File: config.mk
export PLATFORM = sky130hd
export DESIGN_NAME = regfile_wb_scheduler
export DESIGN_NICKNAME = d
export VERILOG_FILES = /design/src/rtl/regfile_wb_scheduler.sv
export SDC_FILE = /design/constraint.sdc
export NUM_CORES = 1
export LEC_CHECK = 0
export CORE_MARGIN = 10
export CORE_UTILIZATION = 44
export CTS_CLUSTER_DIAMETER = 50
export DETAILED_ROUTE_END_ITERATION = 12
export HOLD_SLACK_MARGIN = 0.02
export PLACE_DENSITY = 0.86
export SYNTH_ARGS = -nofsm -noshare
export SYNTH_HDL_FRONTEND = slang
export SYNTH_SLANG_ARGS = --single-unit
export TNS_END_PERCENT = 10
File: constraint.sdc
create_clock -name clk -period 3.3 [get_ports clk]
set_input_delay 0.66 -clock clk [delete_from_list [all_inputs] [get_ports clk]]
set_output_delay 0.66 -clock clk [all_outputs]
set_load 0.005 [all_outputs]
File: src/rtl/regfile_wb_scheduler.sv
// Arbitrates the regfile write port between the ALU and MUL/DIV writeback paths,
// tracking MUL/DIV destination ownership to stall hazardous issues.
module regfile_wb_scheduler #(
    parameter int unsigned XLEN            = 32,
    parameter int unsigned MAX_OUTSTANDING = 2,
    parameter int unsigned STARVE_LIMIT    = 4
) (
    input  logic            clk,
    input  logic            rst_n,
    input  logic            issue_valid,
    input  logic            issue_long,
    input  logic [4:0]      issue_rs1,
    input  logic [4:0]      issue_rs2,
    input  logic [4:0]      issue_rd,
    output logic            issue_stall,
    input  logic            alu_valid,
    input  logic [4:0]      alu_rd,
    input  logic [XLEN-1:0] alu_data,
    output logic            alu_ready,
    input  logic            md_valid,
    input  logic [4:0]      md_rd,
    input  logic [XLEN-1:0] md_data,
    output logic            md_ready,
    output logic            rf_we,
    output logic [4:0]      rf_rd,
    output logic [XLEN-1:0] rf_wdata,
    output logic [31:0]     busy_vec
);

    localparam int unsigned CW = $clog2(MAX_OUTSTANDING + 1);
    localparam int unsigned SW = $clog2(STARVE_LIMIT + 1);
    localparam logic [CW-1:0] CNT_MAX    = CW'(MAX_OUTSTANDING);
    localparam logic [SW-1:0] STARVE_MAX = SW'(STARVE_LIMIT);

    logic            run_q;
    logic [31:0]     busy_q, busy_d;
    logic [CW-1:0]   cnt_q, cnt_d;
    logic [SW-1:0]   starve_q, starve_d;
    logic            rf_we_q, rf_we_d;
    logic [4:0]      rf_rd_q, rf_rd_d;
    logic [XLEN-1:0] rf_wdata_q, rf_wdata_d;

    logic md_win, md_acc, alu_acc, long_issue;

    // run_q keeps both producers unaccepted until the first edge after reset release.
    always_comb begin
        md_win      = md_valid && (!alu_valid || (starve_q == STARVE_MAX));
        md_ready    = run_q && md_win;
        alu_ready   = run_q && alu_valid && !md_win;
        md_acc      = md_valid && md_ready;
        alu_acc     = alu_valid && alu_ready;
        issue_stall = issue_valid && (busy_q[issue_rs1] || busy_q[issue_rs2] ||
                      busy_q[issue_rd] || (issue_long && (cnt_q == CNT_MAX)));
        long_issue  = issue_valid && issue_long && !issue_stall;
    end

    always_comb begin
        starve_d = starve_q;
        if (!md_valid || md_acc) begin
            starve_d = '0;
        end else if (starve_q != STARVE_MAX) begin
            starve_d = starve_q + SW'(1);
        end
    end

    // Clear is applied before set so a same-edge set of the same bit wins.
    always_comb begin
        busy_d = busy_q;
        if (md_acc) begin
            busy_d[md_rd] = 1'b0;
        end
        if (long_issue) begin
            busy_d[issue_rd] = 1'b1;
        end
        busy_d[0] = 1'b0;
    end

    always_comb begin
        cnt_d = cnt_q;
        if (long_issue && !md_acc) begin
            cnt_d = cnt_q + CW'(1);
        end else if (md_acc && !long_issue && (cnt_q != '0)) begin
            cnt_d = cnt_q - CW'(1);
        end
    end

    always_comb begin
        rf_we_d    = 1'b0;
        rf_rd_d    = rf_rd_q;
        rf_wdata_d = rf_wdata_q;
        if (md_acc) begin
            if (md_rd != 5'd0) begin
                rf_we_d    = 1'b1;
                rf_rd_d    = md_rd;
                rf_wdata_d = md_data;
            end
        end else if (alu_acc) begin
            if (alu_rd != 5'd0) begin
                rf_we_d    = 1'b1;
                rf_rd_d    = alu_rd;
                rf_wdata_d = alu_data;
            end
        end
    end

    always_ff @(posedge clk or negedge rst_n) begin
        if (!rst_n) begin
            run_q      <= 1'b0;
            busy_q     <= '0;
            cnt_q      <= '0;
            starve_q   <= '0;
            rf_we_q    <= 1'b0;
            rf_rd_q    <= '0;
            rf_wdata_q <= '0;
        end else begin
            run_q      <= 1'b1;
            busy_q     <= busy_d;
            cnt_q      <= cnt_d;
            starve_q   <= starve_d;
            rf_we_q    <= rf_we_d;
            rf_rd_q    <= rf_rd_d;
            rf_wdata_q <= rf_wdata_d;
        end
    end

    assign rf_we    = rf_we_q;
    assign rf_rd    = rf_rd_q;
    assign rf_wdata = rf_wdata_q;
    assign busy_vec = busy_q;

    a_md_needs_outstanding: assert property (@(posedge clk) disable iff (!rst_n)
        md_acc |-> (cnt_q != '0));
    a_md_rd_owned: assert property (@(posedge clk) disable iff (!rst_n)
        (md_acc && (md_rd != 5'd0)) |-> busy_q[md_rd]);

endmodule

==> flow_summary.yaml <==
placed_design:
  gp_congestion: 0.998
  portBuffers: 166
  dpl.hpwl_um: 12000
  dp_slack_ns: -0.645
grt:
  antenna_found_initial: 0
  grt_usage_pct: 21.7
  grt_pass1_vias: 4564
  grt_overflow_total: 0
  grt_pass1_wl_um: 24900
  grt_max_degree: 76
clocking:
  cts_tree: "done"
  ctsHoldBuffers: 0
  cts_max_level: 3
  clk_latency_ns: 0.34
  ctsRootBufferMaster: "clkbuf_8"
  clk_pin_slew_ns: 0.09
  cts_buffer_depth: 2
  numCtsBuffers: 9
  clock-sinks: 75
timing:
  tns_ns: 0
  finalSetupViolations: 0
  drv_slew: 0
  slew_headroom_pct: 37.7
  fmax_mhz: 308
  hold_violations: 0
  tightest_slew_ns: 0.935
  finalClockSkew_ns: 0.0128
  rsz0062_at_grt: "false"
  min_period_ns: 3.25
  whs_ns: 0.449
  setup_slack_ns: 0.0512
  finalCritPeriodShare_pct: 98.4
detailed_routing:
  drtIter0Drc: 321
  via_count: 4225
  dr.pass1.iters: 5
  post-route-drc-count: 0
  antenna_left: 0
  wire_per_inst_um: 20.6
  viasPerCell: 5.63
  totalWireLength_um: 15400
synthesis:
  netlist_instances: 420
  ys_ff_latch: 75
  syn-cell-area_mm2: 0.00428
  synth-compound-area-share_pct: 16.7
  synthAdderAreaFrac_pct: 0.585
  syn_nets: 517
  ys_async_sr_fraction_pct: 100
  synth_edf_count: 0
  synth_mux_area_share_pct: 21.3
  synth-main-ff-cell: "dfrtp_1"
  synth_xor_xnor_area_share_pct: 0.205
  ys_types: 47
  avgSynthCellArea_um2: 10.2
  synth_top_family_by_area: "multiplexers"
  yosys.area_share.simple_pct: 13.3
  yosysSeqAreaShare_pct: 43.9
  ys_warn_count: 0
power_and_ir_drop:
  ir_worst_vdd_mv: 0.266
  power.density_mw_per_mm2: 503
  power_mw: 3.33
  p_leak_nw: 2.93
run:
  drv_cap: 0
floorplan:
  num_rows: 35
  start_util_pct: 45.7
  pin_count: 168
  die_area_mm2: 0.0141
  die_w_um: 119
  coreArea_mm2: 0.00937
  die_h_um: 119
finish:
  multi_input_area_mm2: 0.00227
  syn_to_final_growth_pct: 54.8
  n_antenna_cell: 0
  fillers: 714
  drive_above_1_share_pct: 17.6
  seq_area_mm2: 0.00188
  fin_nets: 713
critical_path:
  crit_fanout: 2
  r2r-start: "busy_vec[13]"
  cp.arrival_ns: 2.59
  crit_type: "input pin to primary output"
  reg2reg_to: "busy_vec[17]"
  start_kind: "input pin"
  r2r_slack_ns: 0.47
  cp-startpoint: "issue_rs1[2]"
  cp.required_ns: 2.64
  endpoint: "issue_stall"
  end_kind: "primary output"
  ff2ff_path_depth: 9
status:
  run_status: "finished clean"
min_path:
  hold_path.class: "input pin to asynchronous set/reset pin"
layer usage:
metal | track usage, % | vias to the layer above | part of all wire (%)
li1 | - | 1933 | -
met1 | 25.4 | 2007 | 39
met2 | 34.6 | 258 | 47
met3 | 10.4 | 27 | 13
met4 | 6.49 | 0 | 1.8
met5 | 0 | - | 0
placed cells by master (no fill, tap or decap), types with 7 or more instances in the layout:
cell             instances
mux4_2                  16
buf_4                   40
dfrtp_1                 75
inv_1                    8
clkdlybuf4s50_1        157
nand3_1                  8
nand3b_1                10
nor3_1                   7
o21ai_0                 76
o21ai_1                  8
clkbuf_8                 9
o21ai_2                 16
mux2i_1                 53
nand2_1                 50
nor2_1                  10
final cells by class:
type | instances | area share (%)
Tap cell | 129 | 2.44
Clock inverter | 7 | 1.76
Multi-Input combinational cell | 310 | 34.2
Timing Repair Buffer | 211 | 30.9
Inverter | 9 | 0.510
Clock buffer | 9 | 1.87
Sequential cell | 75 | 28.3
per-stage QoR:
step / instances / area, um^2 / util, %
floorplan: 420 / 4280 / -
global placement: 730 / 6320 / 67.4
detailed placement: 730 / 6320 / 67.4
CTS: 747 / 6600 / 70.4
global route: 750 / 6620 / 70.7
finish: 750 / 6620 / 70.7
synthesized netlist by cell type, drive strengths merged (4+ instances only):
| master | n | area [um^2] |
|---|---|---|
| o21ai | 100 | 561 |
| nand2 | 50 | 188 |
| nand3 | 9 | 45.0 |
| o211ai | 4 | 30.0 |
| nand3b | 10 | 75.1 |
| clkbuf | 14 | 52.6 |
| buf | 12 | 75.1 |
| dfrtp | 75 | 1880 |
| nor3 | 7 | 35.0 |
| nor2 | 10 | 37.5 |
| nor3b | 4 | 30.0 |
| inv | 8 | 30.0 |
| mux2i | 53 | 531 |
| a21oi | 6 | 30.0 |
| or4 | 4 | 33.8 |
| mux4 | 16 | 360 |
worst min path at each step:
stage                    to  slack (ns)          from  cells after the start
3_5_place_dp    rf_wdata[6]        0.47   rf_wdata[6]                      2
2_1_floorplan  busy_vec[10]        0.36         rst_n                      0
4_1_cts        busy_vec[11]        0.49         rst_n                      1
6_report        busy_vec[8]        0.45         rst_n                      1
5_1_grt        rf_wdata[13]        0.51  rf_wdata[13]                      2
3_3_place_gp   rf_wdata[10]        0.46  rf_wdata[10]                      2
state kept, by name, summed over array words and instances (netlist names):
signal	count
rf_wdata	32
busy_vec	31
rf_rd	5
run_q	1
starve_q	3
rf_we	1
cnt_q	2
repair_timing:
item / CTS / global route
pin swaps: 3 / 3
setup buffers: 0 / 3
resized for setup: 20 / 8
cloned: 1 / 0
endpoints found under the setup margin: 27 / 1
power by group:
group | switching (mW) | leakage [nW] | internal [mW] | total, mW
Clock | 0.354 | 0.119 | 0.501 | 0.855
Combinational | 0.463 | 1.86 | 0.705 | 1.17
Sequential | 0.201 | 0.953 | 1.10 | 1.30
critical path, cell delays in order:
cell and delay [ns]:
clkdlybuf4s15_1 0.23, mux4_2 0.51, mux2_2 0.29, a311oi_2 0.26, nand4_1 0.16, o21a_1 0.21, dlygate4sd2_1 0.26
kinds of logic after synthesis:
| group | count (synthesis) |
|---|---|
| AOI/OAI and AO/OA | 122 |
| muxes | 71 |
| other | 2 |
| DFF | 75 |
| adders and majority gates | 2 |
| buffers and inverters | 35 |
| xor gates and xnor gates | 1 |
| and+or+nand+nor | 112 |
Note: power is estimated with default switching activity, not from simulation.
